--- src/rtl/bcd_step_counter.sv ---
// bcd_step_counter: registered decade (0-9) up/down stepping source for a
// 4-to-10 decoder. Supports synchronous parallel load with range checking,
// a wrap-carry pulse for cascading further digits, and an optional prescaler.
// Optional feature macro: BCD_STEP_PRESCALER_EN (adds a PRESCALE_DIV prescaler;
// without it every enabled, non-load cycle is a step).
module bcd_step_counter #(
    parameter int PRESCALE_DIV = 4
) (
    input  logic       i_clk,
    input  logic       i_rst_n,
    input  logic       i_en,
    input  logic       i_up,
    input  logic       i_load,
    input  logic [3:0] i_load_data,
    output logic [3:0] o_data,
    output logic       o_step,
    output logic       o_carry,
    output logic       o_load_err
);

    localparam logic [3:0] DIGIT_MAX = 4'd9;

    // Reject out-of-range divider values at elaboration time rather than
    // silently building a prescaler with the wrong period.
    if (PRESCALE_DIV < 2 || PRESCALE_DIV > 65535) begin : g_bad_div
        $error("bcd_step_counter: PRESCALE_DIV must be in 2..65535");
    end

    logic [3:0] data_reg, data_next;
    logic       step_reg, step_next;
    logic       carry_reg, carry_next;
    logic       load_err_reg, load_err_next;
    logic       tick;

`ifdef BCD_STEP_PRESCALER_EN
    localparam int PW = $clog2(PRESCALE_DIV);
    localparam logic [PW-1:0] PRESC_LAST = PW'(PRESCALE_DIV - 1);

    logic [PW-1:0] presc_reg, presc_next;

    assign tick = (presc_reg == PRESC_LAST);

    // Prescaler next count: any load (good or bad) consumes the period,
    // disabled cycles freeze it, enabled cycles advance and wrap on the tick.
    always_comb begin
        presc_next = presc_reg;
        if (i_load) begin
            presc_next = '0;
        end else if (i_en) begin
            presc_next = tick ? '0 : presc_reg + 1'b1;
        end
    end

    // Prescaler count register.
    always_ff @(posedge i_clk or negedge i_rst_n) begin
        if (!i_rst_n) begin
            presc_reg <= '0;
        end else begin
            presc_reg <= presc_next;
        end
    end
`else
    // Without the prescaler every enabled cycle carries a tick.
    assign tick = 1'b1;
`endif

    // Next digit and event pulses: load beats step, step beats hold.
    // Wraps are explicit compares so the digit can never reach 10-15.
    always_comb begin
        data_next     = data_reg;
        step_next     = 1'b0;
        carry_next    = 1'b0;
        load_err_next = 1'b0;
        if (i_load) begin
            if (i_load_data <= DIGIT_MAX) begin
                data_next = i_load_data;
            end else begin
                load_err_next = 1'b1;
            end
        end else if (i_en && tick) begin
            step_next = 1'b1;
            if (i_up) begin
                if (data_reg == DIGIT_MAX) begin
                    data_next  = 4'd0;
                    carry_next = 1'b1;
                end else begin
                    data_next = data_reg + 4'd1;
                end
            end else begin
                if (data_reg == 4'd0) begin
                    data_next  = DIGIT_MAX;
                    carry_next = 1'b1;
                end else begin
                    data_next = data_reg - 4'd1;
                end
            end
        end
    end

    // Output registers; every output comes straight from a flop.
    always_ff @(posedge i_clk or negedge i_rst_n) begin
        if (!i_rst_n) begin
            data_reg     <= 4'd0;
            step_reg     <= 1'b0;
            carry_reg    <= 1'b0;
            load_err_reg <= 1'b0;
        end else begin
            data_reg     <= data_next;
            step_reg     <= step_next;
            carry_reg    <= carry_next;
            load_err_reg <= load_err_next;
        end
    end

    assign o_data     = data_reg;
    assign o_step     = step_reg;
    assign o_carry    = carry_reg;
    assign o_load_err = load_err_reg;

endmodule

--- config.mk ---
export PLATFORM = sky130hd
export DESIGN_NAME = bcd_step_counter
export DESIGN_NICKNAME = d
export VERILOG_FILES = /design/src/rtl/bcd_step_counter.sv
export SDC_FILE = /design/constraint.sdc
export NUM_CORES = 1
export LEC_CHECK = 0
export CORE_AREA = 2 2 39 41
export CTS_CLUSTER_SIZE = 24
export DETAILED_ROUTE_END_ITERATION = 10
export DIE_AREA = 0 0 41 43
export PLACE_DENSITY_LB_ADDON = 0.25
export SLEW_MARGIN = 5
export SYNTH_ARGS = -nofsm -noshare
export SYNTH_HDL_FRONTEND = slang
export SYNTH_SLANG_ARGS = --single-unit
--- constraint.sdc ---
create_clock -name i_clk -period 3 [get_ports i_clk]
set_input_delay 0.9 -clock i_clk [delete_from_list [all_inputs] [get_ports i_clk]]
set_output_delay 0.9 -clock i_clk [all_outputs]
set_load 0.1 [all_outputs]
### Yosys cells after proc, flatten, opt, wreduce, memory -nomap -nowiden

Cells that the tools add are included.

* reduce and logical (&&, ||, !) cells: 3
* bitwise operators: 0
* $add $sub $neg: 2
* equality and inequality tests: 2
* muxes and demuxes: 15
* divide/modulo/power cells: 0
* order comparisons: 1
* multipliers: 0
* shifts and indexed selects: 0

Operators by type and width (number)
* two-way mux 4 bit: 6
* two-way mux 1 bit: 9
* adder 4 x 1 -> 4 bit, second input constant: 1
* equality test 4 bit, second input constant: 1
* <= comparator 4 bit, second input constant: 1
* zero test 4 bit: 1
* subtractor 4 x 1 -> 4 bit, second input constant: 1
* inequality test 2 x 1 -> 1 bit, second input constant: 1
* AND reduction 2 bit: 1
* nonzero test 2 bit: 1

* bits in latches: 0
* ROM bits: 0
* bits in writable memories: 0
* register bits: 7
* memories kept: 0
* input port bits: 9

### Logic depth before layout (Yosys ltp)

* depth after elaboration: 5
* gate-level depth with buffers: 5
* mapped depth without buffers: 4

### Least setup slack after synthesis

No wires, ideal clock.

* kind: register to output
* start point: reg data_reg[2], in the netlist o_data[2]
* end point: out o_data[2]
* data required time: 2100 ps
* stages on the path, launching flop included: 1
* buffers on the path: 0
* path slack: 1095 ps
* arrival: 1005 ps
* cells stage by stage: dfrtp_1

RTL lines
* from (decl): line 29 `logic [3:0] data_reg, data_next;`
* from (signal assigned): line 108 `data_reg <= data_next;`
* to (decl): line 15 `output logic [3:0] o_data,`

No word-level cell between the ends.

### Final worst setup path

* start point: reg data_reg[0], in the netlist o_data[0]
* end point: out o_data[0]

No word-level cell between the ends.

==> metrics.yaml <==
multi_input_area_um2: 249
dieWidth_um: 41
min_period_ns: 2.14
cp_data_required_time_ns: 2.10
outcome: "finished, final reports clean"
fin_ws_ns: 0.861
routabilityCongestion: 0.794
seqCellArea_um2: 175
grt_pass1_vias: 407
finalSetupViolations: 0
hp-start: "o_data[2]$_DFFE_PN0P_"
port_buffers: 15
fp.dieH_um: 43
synthCells: 55
core-area_um2: 1380
slew_violations: 0
syn-num-nets: 64
synth_area_leader_cell: "dfrtp_1"
synth_edf_count: 0
async_flop_share: 1.00
slew_headroom: 0.703
reg2reg_to: "o_carry$_DFF_PN0_"
wl_um: 1030
finalInstanceArea_um2: 629
cp_slowest_stage_delay_ns: 0.61
via_per_inst: 5.24
slowest_stage: "dfrtp_1"
worstPathArrival_ns: 1.24
finClkSkew_ns: 0.00254
post_cts_buffers: 0
clk_pin_slew_worst_paths_ns: 0.05
drtAntennaViolNets: 0
cts_buffers: 3
worst_slew_pin_slew_ns: 0.446
reg2reg_from: "o_data[0]$_DFFE_PN0P_"
r2r_cells: 2
row_count: 14
fp.dieArea_um2: 1760
tns_ns: 0
antennaDiodeCount: 0
dr.first_iter.drc_count: 34
vias: 451
drive_above_1_share: 0.229
fillCellCount: 149
yosysSeqAreaShare: 0.366
antenna_found_initial: 0
ys_top_cells_by_area: "dfrtp_1 (37%), nand3_1 (4.2%), o21ai_1 (4.2%)"
max_freq_mhz: 467
io_pins: 16
maxCapViolCount: 0
crit_family: "flip-flops"
power_density_nw_per_um2: 641
track_usage: 0.156
htree_levels: 1
tritoncts: "built"
reg2reg_slack_ns: 1.53
cts_hold_buffers: 0
hold_violations: 0
crit_path_end_kind: "output pin"
start_util: 0.345
synth-seq-cells: 7
vdd_drop_max_v: 0.000237
clock_path_buffers: 2
rsz0062_at_grt: "false"
grt_pass1_wl_um: 1800
cts-root-buf: "clkbuf_4"
drt-pass1-iter-count: 5
post_drt_wl_per_cell_um: 12.0
holdPathStages: 1
gr-total-overflow: 0
worstSetupStartpointType: "flop"
p_leak_nw: 0.282
synthDominantCellAreaShare: 0.366
clk_latency_ns: 0.25
syn_to_final_growth_pct: 31.7
clock_sinks: 7
hold_path_class: "flop to flop"
syn_area_um2: 478
fin_nets: 80
ctsResizeCount: 0
synth_cell_type_count: 31
period_share: 0.713
hold_end: "o_carry$_DFF_PN0_"
crit_type: "flop to output pin"
dp_hpwl_um: 789
grt_max_degree: 15
ys_warn_count: 0
path_buf_inv: 1
worstPathCellList: "buf_4"
crit_fanout: 14
drc: 0
yosys_most_used_dff: "dfrtp_1"
pre_cts_slack_ns: 0.668
syn_area_per_cell_um2: 8.69
dpl_cell_area_um2: 603
-- cell usage in the layout, fill, tap and decap left out, types with 2 or more instances in the layout --
cell             synthesis  layout
and3_1                   2       2
dfrtp_1                  7       7
a21oi_1                  3       3
nor3_1                   2       2
o21ai_1                  4       4
clkbuf_4                 0       3
inv_1                    4       4
buf_4                    2       8
nor2_1                   3       3
nand2_1                  2       2
clkdlybuf4s50_1          0       8
o21ai_0                  2       2
nand3_1                  4       4
-- registers in the layout, summed over array words and instances (netlist names) --
name / count
o_data: 4
o_carry: 1
o_load_err: 1
o_step: 1
-- per-stage QoR --
step	utilization	cells	power [mW]	hold slack, ns
2_1_floorplan	-	55	0.280	0.604
3_3_place_gp	0.436	82	0.317	0.641
3_5_place_dp	0.436	82	0.318	0.627
4_1_cts	0.455	86	0.407	0.638
5_1_grt	0.455	86	0.426	0.671
6_report	0.455	86	0.403	0.645
-- power breakdown --
part           switching (mW)  total (mW)  leakage [nW]  internal [mW]
Combinational           0.126       0.178         0.178         0.0520
Sequential             0.0322       0.138        0.0886          0.106
Clock                  0.0365      0.0874        0.0150         0.0509
-- routing by layer --
layer | vias to the layer above | part of all wire | GRT usage
met5 | - | 0 | 0
met4 | 0 | 0.017 | 0.100
met3 | 2 | 0.054 | 0.0471
met2 | 20 | 0.50 | 0.219
met1 | 201 | 0.43 | 0.197
li1 | 228 | - | -
-- Yosys cell counts (2+ instances only) --
cell type / instances
a21oi_1: 3
inv_1: 4
dfrtp_1: 7
nand3_1: 4
nor3_1: 2
o21ai_1: 4
and3_1: 2
nor2_1: 3
nand2_1: 2
buf_4: 2
o21ai_0: 2
-- area by class of cell --
class	count	share of cell area
clock buffers	4	0.0417
repair buffers	16	0.223
inverters	5	0.0298
well taps	16	0.0318
multi-input cells	38	0.396
flip-flops and latches	7	0.278
-- kinds of logic after synthesis --
family / count (synthesis) / synth area share
xor+xnor: 2 / 0.0367
simple gates: 18 / 0.212
compound gates: 18 / 0.272
flops: 7 / 0.366
buf+inv: 10 / 0.113
-- worst max-delay path by stage --
stage                          startpoint                    end  slack (ns)  depth (start not counted)
detailed placement                   i_up      o_carry$_DFF_PN0_        0.67                          3
CTS                 o_data[0]$_DFFE_PN0P_              o_data[0]        0.85                          1
finish              o_data[0]$_DFFE_PN0P_              o_data[0]        0.86                          1
floorplan           o_data[2]$_DFFE_PN0P_              o_data[2]        1.09                          0
global route                         i_up  o_data[3]$_DFFE_PN0P_        0.74                          5
global placement                     i_up  o_data[3]$_DFFE_PN0P_        0.68                          5
Power figures use the tool's default switching activity.
